File: src/rtl/uart_pkg.sv
// Shared UART constants and the scheduler state type.
// Contents:
//   DEF_FRAME_BITS - bits per UART frame (start + 8 data + stop)
//   DEF_BAUD_DIV   - clk cycles per UART bit (100 MHz / 9600 baud)
//   state_t        - frame scheduler states: IDLE (line free), WAIT (frame in flight)
package uart_pkg;

   localparam int DEF_FRAME_BITS = 10;
   localparam int DEF_BAUD_DIV   = 10417;

   typedef enum logic {
      IDLE = 1'b0,
      WAIT = 1'b1
   } state_t;

endpackage

File: src/rtl/uart_tx_scheduler_if.sv
// Bundle between the byte requesters and the UART transmit scheduler.
// Signals:
//   enable      - requester side: allows new grants when high
//   req         - requester side: per-requester request level, held until ack
//   req_data    - requester side: byte for requester i on bits [8i+7:8i]
//   ack         - scheduler side: one-hot, one-cycle acceptance pulse
//   tx_transmit - scheduler side: one-cycle start pulse for the Transmitter
//   tx_data     - scheduler side: byte held on the Transmitter input for the frame
//   busy        - scheduler side: high while a frame owns the line
//   grant_id    - scheduler side: index of the last granted requester
// Modports: master = requester/user side, slave = scheduler.
interface uart_tx_scheduler_if #(
   parameter int NUM_REQ = 4
);

   localparam int IDX_W = $clog2(NUM_REQ);

   logic                   enable;
   logic [NUM_REQ-1:0]     req;
   logic [8*NUM_REQ-1:0]   req_data;
   logic [NUM_REQ-1:0]     ack;
   logic                   tx_transmit;
   logic [7:0]             tx_data;
   logic                   busy;
   logic [IDX_W-1:0]       grant_id;

   modport master (
      output enable, req, req_data,
      input  ack, tx_transmit, tx_data, busy, grant_id
   );

   modport slave (
      input  enable, req, req_data,
      output ack, tx_transmit, tx_data, busy, grant_id
   );

endinterface

File: src/rtl/uart_tx_scheduler_rr_pick.sv
// rr_pick: combinational round-robin priority picker.
// The search starts one above the last winner and wraps modulo NUM_REQ,
// so the most recent winner has the lowest priority.
// Ports:
//   req_i    - request vector
//   last_i   - index of the previous winner
//   valid_o  - at least one request is set
//   winner_o - index of the chosen requester (meaningful only when valid_o)
module rr_pick #(
   parameter  int NUM_REQ = 4,
   localparam int IDX_W   = $clog2(NUM_REQ)
) (
   input  logic [NUM_REQ-1:0] req_i,
   input  logic [IDX_W-1:0]   last_i,
   output logic               valid_o,
   output logic [IDX_W-1:0]   winner_o
);

   localparam logic [IDX_W:0] NUM_REQ_W = (IDX_W+1)'(NUM_REQ);

   logic [IDX_W:0]     start;    // first index searched, in 0..NUM_REQ
   logic [NUM_REQ-1:0] req_rot;  // req_rot[k] = req_i[(start + k) mod NUM_REQ]
   logic [IDX_W-1:0]   offset;   // distance from start to the first set request
   logic [IDX_W:0]     sum;

   always_comb begin
      // NOTE: every variable gets a value before any conditional update, so no latch is inferred.
      offset  = '0;
      start   = {1'b0, last_i} + (IDX_W+1)'(1);
      // Doubling the vector turns the wrap-around into a plain right shift.
      req_rot = NUM_REQ'({req_i, req_i} >> start);
      // Walk downward so the smallest offset is the one left standing.
      for (int k = NUM_REQ - 1; k >= 0; k--) begin
         if (req_rot[k[IDX_W-1:0]]) begin
            offset = k[IDX_W-1:0];
         end
      end
      // start + offset is at most 2*NUM_REQ-1, so one subtraction folds it back.
      sum = start + {1'b0, offset};
      if (sum >= NUM_REQ_W) begin
         sum = sum - NUM_REQ_W;
      end
      valid_o  = |req_i;
      winner_o = sum[IDX_W-1:0];
   end

endmodule

File: src/rtl/uart_tx_scheduler.sv
// uart_tx_scheduler: shares one UART Transmitter between NUM_REQ byte
// requesters with round-robin arbitration. The Transmitter has no busy
// output, so the frame length is timed here and no new grant is issued
// until the line is free again.
// Ports:
//   clk   - system clock, all logic on the rising edge
//   reset - asynchronous, active-high reset (also resets the Transmitter)
//   bus   - uart_tx_scheduler_if.slave: enable/req/req_data in,
//           ack/tx_transmit/tx_data/busy/grant_id out
module uart_tx_scheduler
   import uart_pkg::*;
#(
   parameter int NUM_REQ    = 4,
   parameter int BAUD_DIV   = DEF_BAUD_DIV,
   parameter int FRAME_BITS = DEF_FRAME_BITS
) (
   input  logic               clk,
   input  logic               reset,
   uart_tx_scheduler_if.slave bus
);

   localparam int FRAME_CYCLES = BAUD_DIV * FRAME_BITS;
   localparam int IDX_W        = $clog2(NUM_REQ);
   localparam int CNT_W        = $clog2(FRAME_CYCLES);

   localparam logic [CNT_W-1:0] CNT_LOAD  = CNT_W'(FRAME_CYCLES - 1);
   localparam logic [IDX_W-1:0] IDX_RESET = IDX_W'(NUM_REQ - 1);

   state_t               state_q, state_d;
   logic [CNT_W-1:0]     cnt_q, cnt_d;
   logic [7:0]           tx_data_q, tx_data_d;
   logic                 tx_transmit_q, tx_transmit_d;
   logic [NUM_REQ-1:0]   ack_q, ack_d;
   logic                 busy_q, busy_d;
   logic [IDX_W-1:0]     grant_id_q, grant_id_d;

   logic                 pick_valid;
   logic [IDX_W-1:0]     pick_idx;
   logic [7:0]           req_bytes [NUM_REQ];

   for (genvar g = 0; g < NUM_REQ; g++) begin : g_bytes
      assign req_bytes[g] = bus.req_data[8*g +: 8];
   end

   rr_pick #(
      .NUM_REQ (NUM_REQ)
   ) u_pick (
      .req_i    (bus.req),
      .last_i   (grant_id_q),
      .valid_o  (pick_valid),
      .winner_o (pick_idx)
   );

   // Next-state and output logic. tx_transmit and ack default to 0, so they
   // only ever last the single cycle after a grant.
   always_comb begin
      state_d       = state_q;
      cnt_d         = cnt_q;
      tx_data_d     = tx_data_q;
      tx_transmit_d = 1'b0;
      ack_d         = '0;
      busy_d        = busy_q;
      grant_id_d    = grant_id_q;

      case (state_q)
         IDLE: begin
            if (bus.enable && pick_valid) begin
               state_d       = WAIT;
               cnt_d         = CNT_LOAD;
               tx_data_d     = req_bytes[pick_idx];
               tx_transmit_d = 1'b1;
               ack_d         = NUM_REQ'(1) << pick_idx;
               grant_id_d    = pick_idx;
               busy_d        = 1'b1;
            end
         end
         WAIT: begin
            // Requests are ignored here; enable is ignored too, so a frame
            // in flight always runs to completion.
            if (cnt_q == '0) begin
               state_d = IDLE;
               busy_d  = 1'b0;
            end else begin
               cnt_d = cnt_q - 1'b1;
            end
         end
         default: begin
            state_d = IDLE;
         end
      endcase
   end

   always_ff @(posedge clk or posedge reset) begin
      if (reset) begin
         state_q       <= IDLE;
         cnt_q         <= '0;
         tx_data_q     <= '0;
         tx_transmit_q <= 1'b0;
         ack_q         <= '0;
         busy_q        <= 1'b0;
         grant_id_q    <= IDX_RESET;  // requester 0 has first priority
      end else begin
         // NOTE: non-blocking assignments so every register samples pre-edge values.
         state_q       <= state_d;
         cnt_q         <= cnt_d;
         tx_data_q     <= tx_data_d;
         tx_transmit_q <= tx_transmit_d;
         ack_q         <= ack_d;
         busy_q        <= busy_d;
         grant_id_q    <= grant_id_d;
      end
   end

   assign bus.ack         = ack_q;
   assign bus.tx_transmit = tx_transmit_q;
   assign bus.tx_data     = tx_data_q;
   assign bus.busy        = busy_q;
   assign bus.grant_id    = grant_id_q;

endmodule
File: src/flat_wrapper.sv
// flat-port wrapper written by rule: the top's interface ports become plain ports
module uart_tx_scheduler_flat import uart_pkg::*;
#(
   parameter int NUM_REQ    = 4,
   parameter int BAUD_DIV   = DEF_BAUD_DIV,
   parameter int FRAME_BITS = DEF_FRAME_BITS
)
  (clk, reset, bus_enable, bus_req, bus_req_data, bus_ack, bus_tx_transmit, bus_tx_data, bus_busy, bus_grant_id);
  uart_tx_scheduler_if #(.NUM_REQ(NUM_REQ)) bus_i ();
  input  logic clk;
  input  logic reset;
  input wire logic [$bits(bus_i.enable)-1:0] bus_enable;
  input wire logic [$bits(bus_i.req)-1:0] bus_req;
  input wire logic [$bits(bus_i.req_data)-1:0] bus_req_data;
  output wire logic [$bits(bus_i.ack)-1:0] bus_ack;
  output wire logic [$bits(bus_i.tx_transmit)-1:0] bus_tx_transmit;
  output wire logic [$bits(bus_i.tx_data)-1:0] bus_tx_data;
  output wire logic [$bits(bus_i.busy)-1:0] bus_busy;
  output wire logic [$bits(bus_i.grant_id)-1:0] bus_grant_id;
  assign bus_i.enable = bus_enable;
  assign bus_i.req = bus_req;
  assign bus_i.req_data = bus_req_data;
  assign bus_ack = bus_i.ack;
  assign bus_tx_transmit = bus_i.tx_transmit;
  assign bus_tx_data = bus_i.tx_data;
  assign bus_busy = bus_i.busy;
  assign bus_grant_id = bus_i.grant_id;
  uart_tx_scheduler #(.NUM_REQ(NUM_REQ), .BAUD_DIV(BAUD_DIV), .FRAME_BITS(FRAME_BITS)) u_core (.clk(clk), .reset(reset), .bus(bus_i));
endmodule
File: config.mk
export PLATFORM = sky130hd
export DESIGN_NAME = uart_tx_scheduler_flat
export DESIGN_NICKNAME = d
export VERILOG_FILES = /design/src/rtl/uart_pkg.sv /design/src/rtl/uart_tx_scheduler_if.sv /design/src/rtl/uart_tx_scheduler_rr_pick.sv /design/src/rtl/uart_tx_scheduler.sv /design/src/flat_wrapper.sv
export SDC_FILE = /design/constraint.sdc
export NUM_CORES = 1
export LEC_CHECK = 0
export BUFFER_PORTS_ARGS = -buffer_cell sky130_fd_sc_hd__buf_2
export CORE_UTILIZATION = 45
export CTS_BUF_LIST = sky130_fd_sc_hd__clkbuf_4 sky130_fd_sc_hd__clkbuf_8
export DETAILED_ROUTE_END_ITERATION = 8
export PLACE_DENSITY_LB_ADDON = 0.12
export RECOVER_POWER = 25
export SLEW_MARGIN = 15
export SYNTH_ARGS = -nofsm -noshare
export SYNTH_HDL_FRONTEND = slang
export SYNTH_SLANG_ARGS = --single-unit
File: constraint.sdc
create_clock -name clk -period 3.87 [get_ports clk]
set_input_delay 0.1935 -clock clk [delete_from_list [all_inputs] [get_ports clk]]
set_output_delay 0.1935 -clock clk [all_outputs]
set_load 0.01 [all_outputs]
==> results.toml <==
[global_routing]
grt_pass1_wl_mm = 8.35
grt_start_max_net_pins = 35
grt_usage_pct = 21.4
grt_overflow = 0
antenna_found_initial = 0
grt_pass1_vias = 1769

[clocking]
clkLatencyLatePin_ps = 290
cts.clk_slew.worst_paths_ps = 80
cts-root-buf = "clkbuf_8"
cts_tree = "yes"
clock_sinks = 34
h-tree-depth = 2
cts_buffer_depth = 2
post_cts_resized = 0
cts-buffers-inserted = 5
post_cts_buffers = 0

[yosys]
syn_inst = 238
synth_area_leader_cell = "dfrtp_1"
synth-main-ff-cell = "dfrtp_1"
syn-num-nets = 281
ys_types = 44
syn_area_per_cell_um2 = 9.01
yosys_warnings = 0
synth_top_area_share_pct = 37.4
ys_async_sr_fraction_pct = 100
synth.area.top_cells = "dfrtp_1 37%, o2111ai_1 8.2%, mux2_2 5.8%"
ys_seq_area_share_pct = 39.8
ys_ff_latch = 34
synth_area_mm2 = 0.00214
synth-edff-count = 0

[place]
place_congestion = 0.775
port_buffers = 54
hpwl_mm = 3.40
placedInstanceArea_mm2 = 0.00244

[setup_path]
cp_slowest_cell = "ha_1"
reg2reg_depth = 10
rrSetupSlack_ps = 1060
crit_required_ps = 4050
crit_path_end_kind = "flop"
arrival_ps = 2990
slowest_delay_ps = 790
start_kind = "flop"
critical_path_class = "reg2reg"
critical_path.max_fanout = 17
path_cells = "nand2_1 -> nor2_1 -> a21oi_1 -> o21ai_0 -> a21oi_1 -> ha_1 -> mux2_2 -> nand2_1 -> o32ai_1 -> a221o_1"

[power_and_ir_drop]
power.net_switching_w = 0.000240
comb_power_share_pct = 17.3
p_sw_share_pct = 25.5
p_leak_nw = 1.16
p_int_w = 0.000700
ir_drop_v = 0.000277
p_seq_share_pct = 40.2
pwr-share-clk_pct = 42.5
p_per_area_mw_per_mm2 = 364

[final_layout]
fin_area_mm2 = 0.00258
layout-drive-gt1-share_pct = 29.7
diodes = 0
final_common_cell = "buf_2"
final_cell_mix = "54 x buf_2, 32 x dfrtp_1, 26 x nand2_1, 22 x nor2_1, 20 x o2111ai_1"
nNetsFinal = 328
area_growth_syn_to_layout_pct = 20.5

[die]
die_w_um = 71.0
die_y_um = 71.0
core_mm2 = 0.00447
num_rows = 24
io_pins = 55
die_area_mm2 = 0.00504
start_util_pct = 47.9

[sta]
period_share_pct = 72.6
setup_viol = 0
slew_headroom_pct = -21.1
max_slew.worst_pin.slew_ps = 1820
max_freq_mhz = 356
skew_ps = 10.6
min_period_ps = 2810
rsz0062_at_grt = "false"
fin_tns_setup_ps = 0
hold_viol_final = 0
drv_slew = 35

[routing]
drt_iter0_drc = 123
via_per_inst = 5.72
dr_wl_met3_um = 258
detail-route-antenna-nets = 0
dr_wl_met2_mm = 2.19
routed.top_layer = "met4"
firstDrtPassIters = 6
wl_per_cell_um = 14.8
drc = 4
wl_mm = 4.99
via_count = 1934
met1_length_mm = 2.50

[hold_path]
min_path_type = "in2reg"
min_path_cells = 3

[run_status]
status = "complete, but fails checks"
violations = "design-rule violations, max-capacitance violations, max-slew violations"

[run]
cap_violations = 1
-- kinds of logic after synthesis --
family                   Yosys count  synth area share, %
multiplexers                      18                 9.05
buffers and inverters             27                 4.79
AND/OR/NAND/NOR                   93                 22.0
flip-flops                        34                 39.8
AO/OA/AOI/OAI                     53                 18.3
adder cells (fa/ha/maj)            4                 2.34
XOR/XNOR                           9                 3.68
-- routing by layer --
metal	GRT usage (%)	vias up
met4	6.00	0
met1	30.1	886
li1	-	974
met5	0	-
met3	5.84	5
met2	32.6	69
-- per-stage QoR --
| step | hold slack, ps | power, W | std cells | worst slack [ps] | utilization (%) |
|---|---|---|---|---|---|
| after floorplan | 334 | 0.000495 | 238 | 865 | - |
| after global placement | 309 | 0.000545 | 329 | 1140 | 54.5 |
| after detailed placement | 313 | 0.000548 | 329 | 1040 | 54.5 |
| after CTS | 279 | 0.000948 | 338 | 1040 | 57.8 |
| after global routing | 287 | 0.000979 | 338 | 799 | 57.7 |
| final | 281 | 0.000940 | 338 | 1060 | 57.7 |
-- cell type report --
cell class	instances	area (um^2)
well taps	52	65.1
clock inverters	3	68.8
multi-input cells	177	1190
repair buffers	60	314
flip-flops and latches	34	853
clock buffers	5	68.8
inverters	7	26.3
fillers	419	1890
-- power by group through the flow --
stage	clock, W	combinational (W)	sequential (W)
3_3_place_gp	0	0.000161	0.000384
6_report	0.000399	0.000163	0.000378
4_1_cts	0.000405	0.000165	0.000378
5_1_grt	0.000418	0.000181	0.000380
2_1_floorplan	0	0.000111	0.000385
3_5_place_dp	0	0.000163	0.000384
-- state kept, by name (all words and copies together), names as in the netlist --
register                flops
u_core.cnt_q               17
u_core.bus.busy             1
u_core.bus.tx_transmit      1
u_core.state_q              1
u_core.bus.ack              4
u_core.bus.grant_id         2
u_core.bus.tx_data          8
-- Yosys cell counts (2+ instances only) --
cell	instances
a21oi_1	11
mux2i_1	7
nand3b_1	4
dfstp_2	2
a221o_1	3
o32ai_1	3
and3_1	2
dfrtp_1	32
or3_1	2
nand3_1	3
clkbuf_1	17
nor2_1	22
inv_1	7
nor4_1	3
nor2b_1	3
xor2_1	2
o21ai_0	5
nand4_1	5
xnor2_1	7
buf_1	2
nand2_1	26
a21o_1	5
ha_1	4
nor3_1	12
mux2_2	11
o2111ai_1	20
-- critical path, delay by kind of cell (launching register included) --
family	cells	cell delay, ps
fa+ha+maj	1	790
compound gates	5	640
flops	1	620
mux	1	430
simple gates	3	230
-- final timing paths --
path                                               startpoint                                 to
setup / recovery           u_core.bus.grant_id[0]$_DFFE_PP1P_  u_core.bus.tx_data[2]$_DFFE_PP0P_
hold reg to reg             u_core.bus.tx_data[6]$_DFFE_PP0P_  u_core.bus.tx_data[6]$_DFFE_PP0P_
hold / removal                               bus_req_data[10]  u_core.bus.tx_data[2]$_DFFE_PP0P_
min in group asynchronous                               reset        u_core.cnt_q[1]$_DFFE_PP0P_
setup reg to reg           u_core.bus.grant_id[0]$_DFFE_PP1P_  u_core.bus.tx_data[2]$_DFFE_PP0P_
max in group asynchronous                               reset  u_core.bus.tx_data[3]$_DFFE_PP0P_
-- repair_timing --
item,in CTS,in global routing
hold endpoints to repair,13,0
endpoints found under the setup margin,0,0
hold buffers,1,0
No activity file was read; power rests on OpenSTA's default activity.
